===== src/rtl/tff_bank.sv =====
// Bank of WIDTH toggle flip-flops: independent toggling, or chained as an up/down
// T-flip-flop counter with parallel load, hold, optional saturation and a terminal-count pulse.
module tff_bank #(
  parameter int WIDTH = 8,
  parameter bit WRAP  = 1'b1
) (
  input  logic             clk,
  input  logic             reset,
  input  logic [1:0]       mode,
  input  logic [WIDTH-1:0] tin,
  input  logic             load,
  input  logic [WIDTH-1:0] din,
  output logic [WIDTH-1:0] q,
  output logic             tc
);

  typedef enum logic [1:0] {
    MODE_IND  = 2'b00,
    MODE_UP   = 2'b01,
    MODE_DN   = 2'b10,
    MODE_HOLD = 2'b11
  } mode_t;

  logic [WIDTH-1:0] q_p0;
  logic             tc_p0;
  logic [WIDTH-1:0] q_next;
  logic             tc_next;
  logic [WIDTH-1:0] t_vec;
  logic             at_limit;

  // Rippled T inputs for counting up: bit i toggles when every lower bit is one.
  function automatic logic [WIDTH-1:0] up_toggles(input logic en,
                                                  input logic [WIDTH-1:0] cur);
    logic [WIDTH-1:0] t;
    logic             carry;
    carry = en;
    for (int i = 0; i < WIDTH; i++) begin
      t[i]  = carry;
      carry = carry & cur[i];
    end
    return t;
  endfunction

  // Rippled T inputs for counting down: bit i toggles when every lower bit is zero.
  function automatic logic [WIDTH-1:0] down_toggles(input logic en,
                                                    input logic [WIDTH-1:0] cur);
    logic [WIDTH-1:0] t;
    logic             borrow;
    borrow = en;
    for (int i = 0; i < WIDTH; i++) begin
      t[i]   = borrow;
      borrow = borrow & ~cur[i];
    end
    return t;
  endfunction

  // In saturating builds a step at the limit toggles nothing.
  function automatic logic [WIDTH-1:0] saturate(input logic [WIDTH-1:0] t,
                                                input logic limit);
    if (!WRAP && limit)
      return '0;
    return t;
  endfunction

  always_comb begin
    t_vec    = '0;
    tc_next  = 1'b0;
    at_limit = 1'b0;
    case (mode_t'(mode))
      MODE_IND: begin
        t_vec = tin;
      end
      MODE_UP: begin
        at_limit = &q_p0;
        t_vec    = saturate(up_toggles(tin[0], q_p0), at_limit);
        tc_next  = tin[0] & at_limit;
      end
      MODE_DN: begin
        at_limit = ~|q_p0;
        t_vec    = saturate(down_toggles(tin[0], q_p0), at_limit);
        tc_next  = tin[0] & at_limit;
      end
      MODE_HOLD: begin
        t_vec = '0;
      end
    endcase
    q_next = q_p0 ^ t_vec;
    if (load) begin
      q_next  = din;
      tc_next = 1'b0;
    end
  end

  // Stage p0: flip-flop state and terminal-count register
  always_ff @(posedge clk or negedge reset) begin
    if (!reset) begin
      q_p0  <= '0;
      tc_p0 <= 1'b0;
    end else begin
      q_p0  <= q_next;
      tc_p0 <= tc_next;
    end
  end

  assign q  = q_p0;
  assign tc = tc_p0;

endmodule


===== config.mk =====
export PLATFORM = sky130hd
export DESIGN_NAME = tff_bank
export DESIGN_NICKNAME = d
export VERILOG_FILES = /design/src/rtl/tff_bank.sv
export SDC_FILE = /design/constraint.sdc
export NUM_CORES = 1
export LEC_CHECK = 0
export CAP_MARGIN = 20
export CORE_ASPECT_RATIO = 1.5
export CORE_MARGIN = 2
export CORE_UTILIZATION = 38
export DETAILED_ROUTE_END_ITERATION = 7
export PLACE_DENSITY = 0.74
export SYNTH_ARGS = -nofsm -noshare
export SYNTH_HDL_FRONTEND = slang
export SYNTH_SLANG_ARGS = --single-unit

===== constraint.sdc =====
create_clock -name clk -period 1.5 [get_ports clk]
set_clock_uncertainty 0.1 [all_clocks]
set_input_delay 0.375 -clock clk [delete_from_list [all_inputs] [get_ports clk]]
set_output_delay 0.375 -clock clk [all_outputs]
set_load 0.01 [all_outputs]

### Yosys cells after proc, flatten, opt, wreduce, memory -nomap -nowiden

Index checks and enable logic that the tools add are counted.

| word-level totals | value |
|---|---|
| flip-flop bits (word level) | 9 |
| latch bits | 0 |
| bits in writable memories | 0 |
| memory bits (read-only) | 0 |
| input port bits | 21 |
| output and inout port bits | 9 |
| memories | 0 |

| operators by class | value |
|---|---|
| $add $sub $neg | 0 |
| multipliers | 0 |
| divide/modulo/power cells | 0 |
| $lt $le $gt $ge | 0 |
| equality and inequality tests | 3 |
| shift-type cells | 0 |
| multiplexer cells | 4 |
| bitwise operators | 24 |
| reductions and logical operators | 4 |

Operators by type and width:

| kind | number |
|---|---|
| case mux 8 bit (4 select lines) | 1 |
| bitwise AND 1 bit | 16 |
| 2-to-1 mux 8 bit | 1 |
| AND reduction 8 bit | 1 |
| OR reduction 8 bit | 1 |
| bitwise XOR 8 bit | 1 |
| inverter 1 bit | 7 |
| == test 2 bit (second input constant) | 2 |
| == test 2 x 1 -> 1 bit (second input constant) | 1 |
| zero test 2 bit | 1 |
| case mux 1 bit (2 select lines) | 1 |
| zero test 1 bit | 1 |
| 2-to-1 mux 1 bit | 1 |

### Longest topological paths before layout

Gate-level depths: netlist (run 1).

| depth | value |
|---|---|
| depth in word-level cells | 11 |
| gate-level depth with buffers | 7 |
| gate-level depth less buffers | 6 |

### Worst setup path after synthesis (run 1)

OpenSTA, ideal clock, no wires.

| timing path | value |
|---|---|
| path kind | input port to flip-flop |
| start | input port mode[1] |
| end | register q_p0[7] (netlist: q[7]) |
| setup time | 68 ps |
| arrival time | 1671 ps |
| slack | -340 ps |
| stages | 6 |
| path buffers | 0 |
| cell sequence | inv_1 ha_1 nand4_2 or4_4 a311o_1 nand3_1 |

| between the ends | value |
|---|---|
| cells in the longest elaborated chain, start to end | 4 |

Ends and longest elaborated chain:

| element | line | RTL |
|---|---|---|
| from (decl) | 9 | `input logic [1:0] mode,` |
| == test 2 bit (tied with other cells) | 69 | `case (mode_t'(mode))` |
| case mux 8 bit (4 select lines) * | 69 |  |
| bitwise XOR 8 bit * | 87 | `q_next = q_p0 ^ t_vec;` |
| 2-to-1 mux 8 bit * | 88 | `if (load) begin` |
| net q_next[7] | 26 | `logic [WIDTH-1:0] q_next;` |
| to (signal assigned) | 100 | `q_p0 <= q_next;` |
| to (decl) | 24 | `logic [WIDTH-1:0] q_p0;` |

Mark *: on every way through the listed nets, which the timed path passes. The rest lies on a longest branch.

### Worst setup path after layout (run 1)

| timing path | value |
|---|---|
| start | register q_p0[0] (netlist: q[0]) |
| end | register q_p0[3] (netlist: q[3]) |

| between the ends | value |
|---|---|
| cells in the longest elaborated chain, start to end | 7 |

Ends and longest elaborated chain:

| element | line | RTL |
|---|---|---|
| inverter 1 bit | 52 | `borrow = borrow & ~cur[i];` |
| bitwise AND 1 bit (3 in a row) | 52 |  |
| case mux 8 bit (4 select lines) * | 69 |  |
| bitwise XOR 8 bit * | 87 |  |
| 2-to-1 mux 8 bit * | 88 |  |
| net q_next[3] | 26 |  |

Marked as above.

==> reports/qor.yml, run 1 <==
synthCells: 89
dp.cells: 162
port-buffer-count: 29
synthesis.nets: 113
die_x_um: 40.9
synth_warnings: 0
grt_pass1_wl_um: 4230
r2r_cells: 4
status: "complete, but fails checks"
area_delta_synth_final_pct: 104
first_pass_iters: 4
start_util: 0.393
fin_total_pwr_uw: 1080
cp.arrival_ns: 1.69
layout-drive-gt1-share: 0.513
period_needed_ns: 1.66
worstSetupEndpointType: "flop"
whs_ns: 0.244
peakVddDrop_mv: 0.631
rows: 20
synth_area_per_cell_um2: 8.73
setup_viol_count_final: 7
finalCritPeriodShare: 1.11
yosysSeqAreaShare: 0.290
hold_viol: 0
leakage_uw: 0.000674
nets: 181
start_kind: "flop"
slew_headroom: 0.828
dp_hpwl_um: 1890
via_per_inst: 5.58
synthArstFlopShare: 1.00
cp.required_ns: 1.53
h-tree-depth: 1
power_per_cell_area_mw_per_mm2: 679
root_buffer: "clkbuf_4"
clk_pin_slew_ns: 0.07
cap_violations: 0
clk_latency_ns: 0.26
cts_buffers: 3
layout.cells.non_filler: 178
violations: "negative setup slack"
slew_viol_final: 0
r2r_slack_ns: -0.16
synth_edf_count: 0
cts.sinks: 9
synthDistinctLibCells: 37
rr_startpoint: "q[0]"
grt_max_degree: 9
first_iter_violations: 12
antennaDiodeCount: 0
io_pins: 30
synth_flop_cell: "dfrtp_1"
cts_tree: "built"
worstSetupPathType: "flop to flop"
rsz0062_at_grt: "true"
grt_pass1_vias: 1016
cts_buffer_depth: 2
wl_per_cell_um: 16.7
crit_path_max_fanout: 4
core_area_mm2: 0.00198
gp_congestion: 0.826
grt_overflow: 0
timing.fmax_mhz: 602
finalWirelength_um: 2970
final_common_cell: "buf_4"
final_cell_mix: "buf_4, clkdlybuf4s50_1, nand2_1"
rr_endpoint: "q[3]"
hold_class: "input pin to asynchronous set/reset pin"
design.die.area_mm2: 0.00243
worst_slack_ns: -0.161
ys_ff_latch: 9
worstMarginPinSlew_ns: 0.257
route.vias.total: 993
grt_util_all_layers: 0.254
die_y_um: 59.4
ant_nets: 0
drc: 0
synthesis.area_um2: 777
antenna_found_initial: 0
critical path: stages, from the launching register on:
cell and delay, ns:
dfrtp_2 0.44, and4bb_2 0.38, mux2i_2 0.10, o2111a_1 0.24, a221o_1 0.28
sequential cells by signal, summed over array words and instances, names as in the netlist:
register	count
q	8
tc	1
logic make-up (layout without fill, tap and decap cells):
| group | after synthesis | after routing | synth area share |
|---|---|---|---|
| AND/OR/NAND/NOR | 44 | 44 | 0.340 |
| AO/OA/AOI/OAI | 17 | 17 | 0.167 |
| flip-flops | 9 | 9 | 0.290 |
| buffers and inverters | 9 | 76 | 0.0660 |
| multiplexers | 4 | 4 | 0.0547 |
| adder cells (fa/ha/maj) | 3 | 3 | 0.0483 |
| XOR/XNOR | 3 | 3 | 0.0338 |
how the worst max path moves through the flow:
stage                 start    to  cells past startpoint
floorplan              q[0]  q[3]                      5
detailed placement  mode[0]  q[7]                      7
global placement    mode[0]  q[7]                      7
finish                 q[0]  q[3]                      4
CTS                    q[1]  q[3]                      5
global route        mode[1]  q[2]                      8
cell usage after synthesis (all sizes together), types with 2 or more instances:
library cell | n | area (um2)
nand2 | 12 | 45.0
mux2i | 2 | 20.0
mux2 | 2 | 22.5
nand3 | 5 | 25.0
nand4 | 4 | 31.3
nand3b | 2 | 15.0
a21oi | 2 | 10.0
xnor2 | 3 | 26.3
or2 | 2 | 12.5
ha | 3 | 37.5
a311o | 2 | 20.0
inv | 5 | 18.8
buf | 4 | 32.5
a211oi | 2 | 15.0
dfrtp | 9 | 225
nor2 | 3 | 11.3
o221ai | 2 | 17.5
nand2b | 5 | 31.3
o31ai | 2 | 15.0
o21ai | 3 | 15.0
power breakdown:
| group | internal (uW) | switching [uW] |
|---|---|---|
| sequential | 274 | 38.1 |
| combinational | 335 | 236 |
| clock | 102 | 91.9 |
metal layers:
| metal | wire length (um) | global-route usage | vias up |
|---|---|---|---|
| met3 | 67 | 0.0263 | 10 |
| met1 | 1090 | 0.254 | 486 |
| met5 | 0 | 0 | - |
| li1 | - | - | 471 |
| met4 | 97 | 0.143 | 0 |
| met2 | 1720 | 0.462 | 26 |
repair_timing:
item                       4_1_cts  5_1_grt
pin swaps                       15       14
buffers inserted                11        4
hold buffers                     0        0
resized for setup               47       21
setup endpoints to repair       18       11
final cells by class:
cell class / instances / area (um2)
fillers: 123 / 389
multi-input cells: 71 / 684
flip-flops and latches: 9 / 229
clock buffers: 4 / 26.3
repair buffers: 67 / 589
well taps: 22 / 27.5
inverters: 5 / 31.3
per-stage QoR:
step | setup WS [ns] | area (um2) | utilization | TNS [ns]
after detailed placement | -0.772 | 1340 | 0.679 | -6.53
final | -0.161 | 1590 | 0.803 | -0.703
after floorplan | -0.142 | 856 | - | -0.427
after global routing | -0.177 | 1590 | 0.803 | -0.966
after CTS | -0.185 | 1500 | 0.758 | -0.716
after global placement | -0.748 | 1340 | 0.679 | -6.28
Note: power is estimated with default switching activity, not from simulation.
==> run 2, diff against run 1 <==
--- a/config.mk
+++ b/config.mk
@@ -8,9 +8,9 @@
 export CAP_MARGIN = 20
 export CORE_ASPECT_RATIO = 1.5
 export CORE_MARGIN = 2
-export CORE_UTILIZATION = 38
+export CORE_UTILIZATION = 35
 export DETAILED_ROUTE_END_ITERATION = 7
-export PLACE_DENSITY = 0.74
+export PLACE_DENSITY = 0.69
 export SYNTH_ARGS = -nofsm -noshare
 export SYNTH_HDL_FRONTEND = slang
 export SYNTH_SLANG_ARGS = --single-unit
==> run 2 against run 1 <==
Effect of this change: the flow still finishes with violations (negative setup slack); sequential cell count is the same; non-clock buffer count shrank 3; setup slack gained 0.039 ns; hold slack lost 0.0093 ns; highest routed layer unchanged.
==> reports/qor.yml, run 2 (synthesis results as in run 1) <==
timing.fmax_mhz: 616
die_y_um: 61.7
dp_hpwl_um: 1970
slew_viol_final: 0
violations: "negative setup slack"
first_pass_iters: 4
setup_tns_ns: -0.639
worstSetupPathType: "flop to flop"
start_util: 0.379
final_common_cell: "buf_4"
rows: 20
fin_total_pwr_uw: 1070
grt_util_all_layers: 0.228
nets: 178
route.vias.total: 952
cts_buffer_depth: 2
hold_class: "input pin to asynchronous set/reset pin"
largest_reg_flops: 8
period_needed_ns: 1.62
port-buffer-count: 29
h-tree-depth: 1
peakVddDrop_mv: 0.419
grt_pass1_wl_um: 4470
area_delta_synth_final_pct: 104
finalWirelength_um: 2760
final_cell_mix: "buf_4, clkdlybuf4s50_1, nand2_1"
crit_path_max_fanout: 5
clk_pin_slew_ns: 0.07
rsz0062_at_grt: "true"
via_per_inst: 5.44
clk_latency_ns: 0.27
die_x_um: 42.5
power_per_cell_area_mw_per_mm2: 674
wl_per_cell_um: 15.8
antennaDiodeCount: 0
core_area_mm2: 0.00205
leakage_uw: 0.000662
finalCritPeriodShare: 1.08
grt_max_degree: 8
antenna_found_initial: 0
io_pins: 30
cp.required_ns: 1.61
slew_headroom: 0.824
drc: 0
first_iter_violations: 14
grt_overflow: 0
hold_viol: 0
cts.sinks: 9
layout.cells.non_filler: 175
design.die.area_mm2: 0.00262
setup_viol_count_final: 7
start_kind: "flop"
final_cell_area_mm2: 0.00158
worstMarginPinSlew_ns: 0.263
worst_slack_ns: -0.122
cts_tree: "built"
status: "complete, but fails checks"
dp.cells: 164
place_area_mm2: 0.00137
worstSetupEndpointType: "flop"
layout-drive-gt1-share: 0.490
cts_buffers: 3
root_buffer: "clkbuf_4"
grt_pass1_vias: 995
ant_nets: 0
utilization: 0.771
cap_violations: 0
gp_congestion: 0.860
cp.arrival_ns: 1.73
-- run 2: report_power, final --
part	leakage (uW)	internal, uW	switching (uW)
clock	0.0000150	103	98.1
sequential	0.000106	274	36.9
combinational	0.000541	329	225
total	0.000662	706	360
-- run 2: stage by stage --
step	setup slack, ns	hold WS (ns)
2_1_floorplan	-0.142	-0.0206
3_3_place_gp	-0.751	0.518
3_5_place_dp	-0.794	0.524
4_1_cts	-0.131	0.242
5_1_grt	-0.171	0.263
6_report	-0.122	0.235
-- run 2: layout make-up --
| class | count | area, um2 |
|---|---|---|
| inverters | 5 | 31.3 |
| well taps | 22 | 27.5 |
| repair buffers | 64 | 587 |
| fillers | 143 | 469 |
| flip-flops and latches | 9 | 229 |
| clock buffers | 4 | 26.3 |
| multi-input cells | 71 | 682 |
-- run 2: worst paths after layout --
check	from	depth (start not counted)	endpoint	slack, ns
worst max-delay path	q[2]	5	q[7]	-0.12
worst min-delay path	reset	1	tc	0.23
worst max register to register	q[2]	5	q[7]	-0.12
worst min register to register	q[7]	4	tc	0.60
max in group asynchronous	reset	2	q[0]	0.68
min in group clk	tin[0]	3	tc	0.49
-- run 2: layer usage --
metal	share of wire	GRT usage	vias to the layer above	wire length (um)
li1	-	-	459	-
met1	0.37	0.253	453	1020
met2	0.57	0.433	34	1590
met3	0.044	0.0462	6	122
met4	0.012	0.0848	0	34
met5	0	0	-	0
-- run 2: what timing repair did --
action | in CTS | in global routing
cloned | 0 | 0
endpoints found under the setup margin | 18 | 10
pin swaps | 6 | 9
setup buffers | 6 | 2
resized for setup | 43 | 18
hold buffers | 0 | 0
-- run 2: worst max-delay path: stages, from the launching register on --
cell,delay [ns]
dfrtp_1,0.36
buf_6,0.13
nand3_2,0.10
or4_4,0.51
a311o_1,0.29
nand3_1,0.08
